$ cat config.mk
export PLATFORM = sky130hd
export DESIGN_NAME = alu_share_arbiter
export DESIGN_NICKNAME = d
export VERILOG_FILES = /design/src/rtl/alu_share_arbiter.sv
export SDC_FILE = /design/constraint.sdc
export NUM_CORES = 1
export LEC_CHECK = 0
export BUFFER_PORTS_ARGS = -buffer_cell sky130_fd_sc_hd__clkbuf_2
export CORE_AREA = 2 2 107 109
export DETAILED_ROUTE_END_ITERATION = 6
export DIE_AREA = 0 0 109 111
export SYNTH_ARGS = -nofsm -noshare
export SYNTH_HDL_FRONTEND = slang
export SYNTH_SLANG_ARGS = --single-unit
$ cat constraint.sdc
create_clock -name clk -period 2.5 [get_ports clk]
set_input_delay 0.125 -clock clk [delete_from_list [all_inputs] [get_ports clk]]
set_output_delay 0.125 -clock clk [all_outputs]
set_load 0.05 [all_outputs]
$ cat src/rtl/alu_share_arbiter.sv
// Two-port arbiter in front of one shared combinational ALU, with a one-deep tagged result
// register. Port 0 has priority; port 1 is forced through after STARVE_LIMIT losses in a row.
module alu_share_arbiter #(
  parameter int unsigned WIDTH        = 32,
  parameter int unsigned STARVE_LIMIT = 4,
  parameter int unsigned CNT_W        = 3
) (
  input  logic             clk,
  input  logic             reset,

  input  logic             req0_valid,
  output logic             req0_ready,
  input  logic [WIDTH-1:0] req0_a,
  input  logic [WIDTH-1:0] req0_b,
  input  logic [3:0]       req0_op,

  input  logic             req1_valid,
  output logic             req1_ready,
  input  logic [WIDTH-1:0] req1_a,
  input  logic [WIDTH-1:0] req1_b,
  input  logic [3:0]       req1_op,

  output logic [WIDTH-1:0] alu_a,
  output logic [WIDTH-1:0] alu_b,
  output logic [3:0]       alu_ct,
  input  logic [WIDTH-1:0] alu_result,

  output logic             res_valid,
  input  logic             res_ready,
  output logic [WIDTH-1:0] res_data,
  output logic             res_src,
  output logic             res_err
);

  localparam logic [CNT_W-1:0] StarveMax = CNT_W'(STARVE_LIMIT);

  function automatic logic op_legal(input logic [3:0] op);
    case (op)
      4'b0000, 4'b0001, 4'b0010, 4'b0110, 4'b0111, 4'b1100, 4'b1101: op_legal = 1'b1;
      default:                                                      op_legal = 1'b0;
    endcase
  endfunction

  logic             res_valid_q, res_valid_d;
  logic [WIDTH-1:0] res_data_q, res_data_d;
  logic             res_src_q, res_src_d;
  logic             res_err_q, res_err_d;
  logic [CNT_W-1:0] cnt_q, cnt_d;

  logic             can_accept;
  logic             gnt_vld;
  logic             gnt_sel;
  logic             hs;
  logic             op_ok;

  // Grant selection; reset suppresses every grant so nothing reaches the ALU that cycle.
  always_comb begin
    can_accept = !res_valid_q || res_ready;
    gnt_vld    = 1'b0;
    gnt_sel    = 1'b0;
    if (!reset) begin
      if (req0_valid && req1_valid) begin
        gnt_vld = 1'b1;
        gnt_sel = (cnt_q == StarveMax);
      end else if (req0_valid) begin
        gnt_vld = 1'b1;
        gnt_sel = 1'b0;
      end else if (req1_valid) begin
        gnt_vld = 1'b1;
        gnt_sel = 1'b1;
      end
    end
    hs = gnt_vld && can_accept;
  end

  always_comb begin
    req0_ready = hs && !gnt_sel;
    req1_ready = hs && gnt_sel;
    alu_a      = '0;
    alu_b      = '0;
    alu_ct     = 4'b0000;
    if (hs) begin
      if (gnt_sel) begin
        alu_a  = req1_a;
        alu_b  = req1_b;
        alu_ct = req1_op;
      end else begin
        alu_a  = req0_a;
        alu_b  = req0_b;
        alu_ct = req0_op;
      end
    end
    op_ok = op_legal(alu_ct);
  end

  always_comb begin
    res_valid_d = res_valid_q;
    res_data_d  = res_data_q;
    res_src_d   = res_src_q;
    res_err_d   = res_err_q;
    cnt_d       = cnt_q;
    if (hs) begin
      res_valid_d = 1'b1;
      res_data_d  = op_ok ? alu_result : '0;
      res_src_d   = gnt_sel;
      res_err_d   = !op_ok;
      // Count only port-0 wins that actually made port 1 wait.
      if (!gnt_sel && req1_valid) begin
        if (cnt_q != StarveMax) begin
          cnt_d = cnt_q + CNT_W'(1);
        end
      end else begin
        cnt_d = '0;
      end
    end else if (res_ready) begin
      res_valid_d = 1'b0;
    end
  end

  always_ff @(posedge clk) begin
    if (reset) begin
      res_valid_q <= 1'b0;
      res_data_q  <= '0;
      res_src_q   <= 1'b0;
      res_err_q   <= 1'b0;
      cnt_q       <= '0;
    end else begin
      res_valid_q <= res_valid_d;
      res_data_q  <= res_data_d;
      res_src_q   <= res_src_d;
      res_err_q   <= res_err_d;
      cnt_q       <= cnt_d;
    end
  end

  assign res_valid = res_valid_q;
  assign res_data  = res_data_q;
  assign res_src   = res_src_q;
  assign res_err   = res_err_q;

endmodule

# --- Yosys cells after proc, flatten, opt, wreduce, memory -nomap -nowiden ---
# Cells that the tools add are included.
classes:
  n_addsub: 1
  n_reduce_logical: 13
  mux: 19
  eq_ne: 9
op_table:
  columns: ["op", "count"]
  rows:
  - ["2-to-1 mux 32 bit", 5]
  - ["2-to-1 mux 1 bit", 10]
  - ["equality test 4 x 3 -> 1 bit, second input constant", 2]
  - ["equality test 4 bit, second input constant", 2]
  - ["2-to-1 mux 4 bit", 2]
  - ["OR reduction 7 bit", 1]
  - ["2-to-1 mux 3 bit", 2]
  - ["logical AND 1 bit", 5]
  - ["equality test 4 x 1 -> 1 bit, second input constant", 1]
  - ["equality test 4 x 2 -> 1 bit, second input constant", 1]
  - ["logical NOT 4 bit", 1]
  - ["adder 3 x 1 -> 3 bit, second input constant", 1]
  - ["equality test 3 bit, second input constant", 1]
  - ["logical NOT 1 bit", 3]
  - ["inequality test 3 bit, second input constant", 1]
  - ["inequality test 2 x 1 -> 1 bit, second input constant", 1]
  - ["AND reduction 2 bit", 1]
  - ["nonzero test 2 bit", 1]
  - ["logical OR 1 bit", 1]
totals:
  output_inout_bits: 105
  ff_bits: 38
  in_bits: 173
  word_cells: 47

# --- Longest topological paths before layout ---
# Gate-level depths: netlist (run 1).
logic_depth:
  word_depth: 10
  ltp_mapped: 9
  ltp_nobuf: 6

# --- Worst setup path after synthesis (run 1) ---
# No wires, ideal clock.
synth_timing:
  path_kind: "reg-to-output"
  start: "reg cnt_q[0]"
  end: "out alu_b[14]"
  path_buffers: 3
  slack_ns: -0.025
  arrival_ns: 2.400
  required_ns: 2.375
  stages_incl_launch_ff: 10
  cell_sequence: "dfxtp_1 -> inv_1 -> ha_1 -> a21boi_1 -> or3b_1 -> buf_2 -> buf_2 -> buf_1 -> nand2_1 -> a21oi_1"
synth_between:
  elab_chain_cells: 5
synth_lines:
  columns: ["item", "line_no", "text"]
  rows:
  - ["start: declaration", "48", "logic [CNT_W-1:0] cnt_q, cnt_d;"]
  - ["start signal: assignment", "132", "cnt_q <= cnt_d;"]
  - ["equality test 3 bit", "64", "gnt_sel = (cnt_q == StarveMax);"]
  - ["2-to-1 mux 1 bit", "62", "if (req0_valid && req1_valid) begin"]
  - ["2-to-1 mux 1 bit", "61", "if (!reset) begin"]
  - ["2-to-1 mux 32 bit", "83", "if (gnt_sel) begin"]
  - ["2-to-1 mux 32 bit", "82", "if (hs) begin"]
  - ["end: declaration", "24", "output logic [WIDTH-1:0] alu_b,"]
# Every way passes these cells.

# --- Worst setup path after layout (run 1) ---
layout_timing:
  start: "reg cnt_q[0]"
  end: "out alu_b[11]"
# Same word-level chain as after synthesis.

==> qor.tcl, run 1 <==
set qor(run_status) {finished clean}
set qor(worst_slew_pin_tran_ns) 0.868
set qor(comb_power_share_pct) 42.0
set qor(final_min_period_over_clock_period_pct) 93.3
set qor(grt_start_max_net_pins) 71
set qor(pwr_density_cell_nw_per_um2) 477
set qor(detail_route.iter0.violations) 125
set qor(floorplan.io_pins) 278
set qor(post-dp-hpwl_um) 8480
set qor(final_hold_viol_count) 0
set qor(seqPwrFrac_pct) 29.5
set qor(vdd_ir_drop_max_uv) 370
set qor(critical_path.slowest_cell) {dfxtp_1}
set qor(worst_slew_margin_rel_pct) 40.7
set qor(initial_utilization_pct) 26.5
set qor(numClockSinks) 38
set qor(final.setup.tns_ns) 0
set qor(rsz_0062_raised_after_global_routing) {false}
set qor(grt_remaining_overflow) 0
set qor(num-fill-cells) 1134
set qor(timing.fmax_mhz) 429
set qor(number_of_cells_in_the_design_after_placement) 806
set qor(layout.cells.most_common) {clkbuf_2}
set qor(drc) 0
set qor(tritoncts) {built}
set qor(final_weighted_congestion_in_routability_driven_placement) 0.842
set qor(tritoncts.num_buffers) 5
set qor(drt-pass1-iter-count) 6
set qor(setup_failing_eps_final) 0
set qor(ys_seq_elements) 38
set qor(cp_top_family) {buffers and inverters}
set qor(p_clk_share_pct) 28.5
set qor(synthDistinctLibCells) 30
set qor(port_buffers) 277
set qor(grt_pass1_wl_um) 16000
set qor(critPathRequiredTime_ns) 2.38
set qor(finish.net_count) 845
set qor(std_cell_rows) 39
set qor(worst_clock_skew_ns) 0.00268
set qor(number_of_max_cap_violations) 0
set qor(synth-warning-count) 0
set qor(most-common-layout-cells) {277 x clkbuf_2, 171 x nand2_1, 61 x a21oi_1}
set qor(internal_power_mw) 1.31
set qor(routed_via_density) 4.43
set qor(cp_cell_sequence) {inv_1, ha_1, a21boi_2, or3b_2, buf_12, nand2_1, a21oi_1, clkbuf_2}
set qor(post_synth_instance_area_um2) 2940
set qor(final_layout_size_suffix_gt1_share_pct) 50.5
set qor(synth_area_per_cell_um2) 7.16
set qor(number_of_antenna_violations_at_the_first_check_in_global_routing) 0
set qor(crit_fanout) 58
set qor(worst-setup-path-type) {reg -> out}
set qor(timing_max_transition_violations_final) 0
set qor(post_drt_wl_per_cell_um) 12.7
set qor(cts-root-buf) {clkbuf_16}
set qor(first_global_vias) 3429
set qor(ys_seq_area_share_pct) 25.9
set qor(netSwitchingPower_mw) 0.911
set qor(clk_transition_reported_paths_ns) 0.06
set qor(p_leak_nw) 2.48
set qor(wirelength_um) 10300
set qor(die_height_um) 111
set qor(synth_fp_nets) 585
set qor(bufs_and_invs_on_worst_path) 3
set qor(clk_path_buf_depth) 2
set qor(later_pin_clock_latency_in_the_skew_report_ns) 0.28
set qor(floorplan.die.width_um) 109
set qor(timing.critical_path.slowest_cell_delay_ns) 0.34
set qor(die_area_um2) 12100
set qor(hold_class) {in -> reg}
set qor(worstPathArrival_ns) 2.21
set qor(post_synth_inst_count) 410
set qor(finalCriticalPeriod_ns) 2.33
set qor(area.growth.synth_to_final_pct) 58.8
set qor(final-instance-count-excl-fill) 814
set qor(dr_total_vias) 3608
set qor(critical_path.endpoint_type) {output port}
set qor(groute.usage.overall_pct) 16.3
set qor(num_antenna_cells) 0
set qor(clock_tree.htree_level_count) 2
set qor(switching_share_pct) 41.0
set qor(ant_nets_after_route) 0
set qor(timing.critical_path.from_type) {flip-flop}
set qor(core_um2) 11100
-- layout make-up --
cell class | instances | area (um2) | area share (%)
clock inverters | 1 | 5.00 | 0.107
clock buffers | 7 | 143 | 3.06
repair buffers | 286 | 1500 | 32.3
well taps | 143 | 179 | 3.84
flip-flops and latches | 38 | 761 | 16.3
multi-input cells | 305 | 1940 | 41.7
inverters | 34 | 128 | 2.74
-- metrics by stage --
step                      power (mW)  hold slack, ns  instance area (um2)  utilization [%]  worst slack, ns
after detailed placement        1.61           0.369                 4510             40.7            0.365
after global routing            2.33          0.0875                 4660             42.1           0.0367
final                           2.22          0.0832                 4660             42.1            0.167
after CTS                       2.25          0.0754                 4660             42.1           0.0658
after global placement          1.60           0.363                 4510             40.7            0.404
after floorplan                 1.32           0.250                 2970                -           0.0459
-- power groups by stage --
stage	clock network, mW	registers (mW)	logic, mW
2_1_floorplan	0	0.781	0.542
3_3_place_gp	0	0.669	0.932
3_5_place_dp	0	0.671	0.939
4_1_cts	0.652	0.657	0.942
5_1_grt	0.675	0.660	0.994
6_report	0.633	0.657	0.934
-- sequential cells by signal (all words and copies together) (netlist names) --
register   cells
cnt_q          3
res_data      32
res_err        1
res_src        1
res_valid      1
-- Yosys cell counts (all sizes together) --
library cell	n	area, um2
a2111oi	1	8.76
a21boi	1	7.51
a21oi	71	355
a221o	1	10.0
and2	2	12.5
buf	13	81.3
clkbuf	20	75.1
dfxtp	38	761
ha	2	25.0
inv	34	128
mux2	1	15.0
mux2i	2	20.0
nand2	171	642
nand2b	2	12.5
nor2	6	22.5
nor2b	2	12.5
nor3	1	5.00
nor3b	2	20.0
nor4b	1	8.76
o21ba	1	10.0
o221ai	2	17.5
o31ai	32	653
or3	1	6.26
or3b	1	8.76
xnor2	1	8.76
xor2	1	8.76
-- layer usage --
layer	vias to the layer above	GRT usage, %	routed length [um]
li1	1852	-	-
met1	1589	20.4	4360
met2	159	28.7	5180
met3	8	2.82	694
met4	0	3.42	108
met5	-	0	0
-- path summary, 6_finish.rpt --
kind / start / end / slack [ns] / cells past startpoint
max: cnt_q[0] / alu_b[11] / 0.17 / 8
min: alu_result[19] / res_data[19] / 0.08 / 3
max reg2reg: cnt_q[0] / res_data[20] / 0.42 / 7
min reg2reg: res_data[20] / res_data[20] / 0.46 / 2
-- what timing repair did --
item,in CTS,in global routing
hold buffers,0,0
gates resized for setup,0,1
setup buffers,0,0
setup endpoints to repair,0,52
-- worst min-delay path, delay by kind of cell --
family                 cells  cell delay [ns]
AO/OA/AOI/OAI              1             0.06
buffers and inverters      2             0.12
-- logic make-up (layout without fill, tap and decap cells) --
| family | Yosys count | after routing | synth area share, % |
|---|---|---|---|
| xor+xnor | 2 | 2 | 0.597 |
| flops | 38 | 38 | 25.9 |
| buf+inv | 67 | 328 | 9.68 |
| fa+ha+maj | 2 | 2 | 0.852 |
| mux | 3 | 3 | 1.19 |
| simple gates | 189 | 189 | 25.6 |
| compound gates | 109 | 109 | 36.2 |
Power figures use the tool's default switching activity.
==> run 2: changes to the inputs <==
ABC_AREA = 1   (was default)
==> qor.tcl, run 2 <==
set qor(run_status) {finished clean}
set qor(ys_seq_area_share_pct) 31.3
set qor(final_min_period_over_clock_period_pct) 94.7
set qor(layout.cells.most_common) {clkbuf_2}
set qor(ff_latch_area_um2) 761
set qor(timing.fmax_mhz) 422
set qor(timing.critical_path.from_type) {flip-flop}
set qor(post_cts_hold_buffer_count) 0
set qor(die_height_um) 111
set qor(worst_setup_path_startpoint) {cnt_q[0]}
set qor(post_synth_instance_area_um2) 2430
set qor(pwr_density_cell_nw_per_um2) 558
set qor(grt_pass1_wl_um) 17300
set qor(synthTopCellsByArea) {dfxtp_1 31%, a22o_1 23%, nand2_1 12%}
set qor(clk_transition_reported_paths_ns) 0.06
set qor(num-fill-cells) 1144
set qor(yosys.cell_count.top_type) {nand2_1}
set qor(final.setup.tns_ns) 0
set qor(grt_start_max_net_pins) 69
set qor(crit_fanout) 65
set qor(worstPathArrival_ns) 2.24
set qor(postCtsSetupRepairBufs) 0
set qor(synth_top_flop_cell) {dfxtp_1}
set qor(multi_input_area_um2) 1370
set qor(die_area_um2) 12100
set qor(fin_worst_hold_slack_ns) 0.123
set qor(finish.net_count) 783
set qor(count_of_flip_flops_with_a_built_in_enable_after_synthesis) 0
set qor(post-dp-hpwl_um) 10400
set qor(most-common-layout-cells) {258 x clkbuf_2, 77 x nand2_1, 64 x a22o_1}
set qor(setup_failing_eps_final) 0
set qor(final_weighted_congestion_in_routability_driven_placement) 0.857
set qor(drt-pass1-iter-count) 7
set qor(number_of_max_cap_violations) 0
set qor(tritoncts) {built}
set qor(rrSetupSlack_ns) 0.32
set qor(dr_total_vias) 3457
set qor(port_buffers) 277
set qor(post_synth_inst_count) 347
set qor(post_drt_wl_per_cell_um) 16.3
set qor(regToRegEndpoint) {res_data[10]}
set qor(r2r_cells) 12
set qor(critical_path.endpoint_type) {output port}
set qor(floorplan.die.width_um) 109
set qor(hold-path-cell-count) 2
set qor(synth-warning-count) 0
set qor(detail_route.iter0.violations) 190
set qor(asyncSetResetFlopFracSynth_pct) 0
set qor(holdPathEnd) {res_err}
set qor(synth_area_per_cell_um2) 7.00
set qor(first_global_vias) 3091
set qor(largest_reg_flops) 32
set qor(post-route-util_pct) 39.1
set qor(hold_class) {in -> reg}
set qor(timing_max_transition_violations_final) 0
set qor(core_um2) 11100
set qor(numClockSinks) 38
set qor(rsz_0062_raised_after_global_routing) {true}
set qor(std_cell_rows) 39
set qor(worstReg2RegStart) {cnt_q[0]}
set qor(synth_top_area_cell) {dfxtp_1}
set qor(ys_seq_elements) 38
set qor(worst-setup-path-type) {reg -> out}
set qor(post-route-cell-area_um2) 4330
set qor(worst_slew_margin_rel_pct) 57.8
set qor(synthDistinctLibCells) 23
set qor(final_hold_viol_count) 0
set qor(area.growth.synth_to_final_pct) 78.2
set qor(synth_common_cells) {77 x nand2_1, 64 x a22o_1, 40 x inv_1, 39 x nor2_1, 38 x dfxtp_1}
set qor(synth_fp_nets) 522
set qor(finalCriticalPeriod_ns) 2.37
set qor(postPlaceCellArea_um2) 4170
set qor(floorplan.io_pins) 278
set qor(clock_tree.htree_level_count) 2
set qor(groute.usage.overall_pct) 19.0
set qor(drc) 0
set qor(number_of_instances_resized_during_post_cts_repair) 0
set qor(post-synth-top-area-fraction_pct) 31.3
set qor(routed_via_density) 4.58
set qor(ant_nets_after_route) 0
set qor(p_leak_nw) 2.57
set qor(initial_utilization_pct) 21.9
set qor(final_layout_size_suffix_gt1_share_pct) 49.8
set qor(cts-root-buf) {clkbuf_16}
set qor(later_pin_clock_latency_in_the_skew_report_ns) 0.28
set qor(worst_slew_pin_tran_ns) 0.633
set qor(p_total_mw) 2.42
set qor(grt_remaining_overflow) 0
set qor(timing.hold.worst.start) {reset}
set qor(vdd_ir_drop_max_uv) 388
set qor(critPathRequiredTime_ns) 2.38
set qor(tritoncts.num_buffers) 5
set qor(number_of_antenna_violations_at_the_first_check_in_global_routing) 3
set qor(worst_clock_skew_ns) 0.00389
set qor(wirelength_um) 12300
set qor(clk_path_buf_depth) 2
## run 2: changes by cell type after synthesis, moves of 3 or more
cell / before / now
clkbuf_1: 20 / 8
a22o_1: 0 / 64
inv_1: 34 / 40
a21oi_2: 0 / 3
nor2_1: 6 / 39
o31ai_4: 30 / 0
a21oi_1: 71 / 6
o21ai_0: 0 / 3
nand2_1: 171 / 77
buf_4: 0 / 4
nand3_1: 0 / 37
buf_2: 8 / 12
## run 2: layout make-up
class                      instances  share of cell area [%]
clock inverter                     2                   0.289
timing repair buffer             281                    39.2
antenna                            3                   0.173
multi-input combinational        239                    31.6
inverter                          43                    3.79
sequential                        38                    17.6
clock buffer                       6                    3.21
tap                              143                    4.13
## run 2: how the worst max path moves through the flow
stage                        end  slack [ns]  cells after the start
global route            alu_a[6]     -0.0006                      9
detailed placement  res_data[19]        0.32                     13
global placement    res_data[25]        0.43                     13
CTS                     alu_a[6]        0.12                      9
finish                  alu_a[6]        0.13                      9
floorplan              alu_b[15]        0.19                      7
## run 2: metrics by stage
stage	instances	setup slack, ns
final	755	0.132
after global placement	744	0.432
after detailed placement	744	0.317
after floorplan	347	0.187
after CTS	752	0.117
after global routing	753	-0.000575
## run 2: per-layer routing
| layer | routed length [um] | part of all wire, % | global-route usage [%] |
|---|---|---|---|
| met1 | 4920 | 40 | 23.0 |
| met5 | 0 | 0 | 0 |
| met3 | 1220 | 9.9 | 6.23 |
| met4 | 53 | 0.43 | 3.68 |
| met2 | 6120 | 50 | 32.7 |
## run 2: power breakdown
part	internal, mW	switching [mW]
clock network	0.395	0.256
logic	0.334	0.737
registers	0.662	0.0318
## run 2: worst max-delay path, stage by stage (launching register included)
cell and delay (ns):
dfxtp_1 0.32, inv_1 0.08, ha_1 0.15, nand2_1 0.05
nand2_1 0.21, nand2_2 0.17, nor2_4 0.16, buf_12 0.25
a22o_1 0.24, buf_2 0.28
## run 2: cells by family (layout without fill, tap and decap cells)
family	count (synthesis)	after routing	share of synthesized area, %
AO/OA/AOI/OAI	77	77	26.4
adder cells (fa/ha/maj)	2	2	1.03
buffers and inverters	70	332	13.1
flip-flops	38	38	31.3
other	0	3	0
AND/OR/NAND/NOR	160	160	28.2
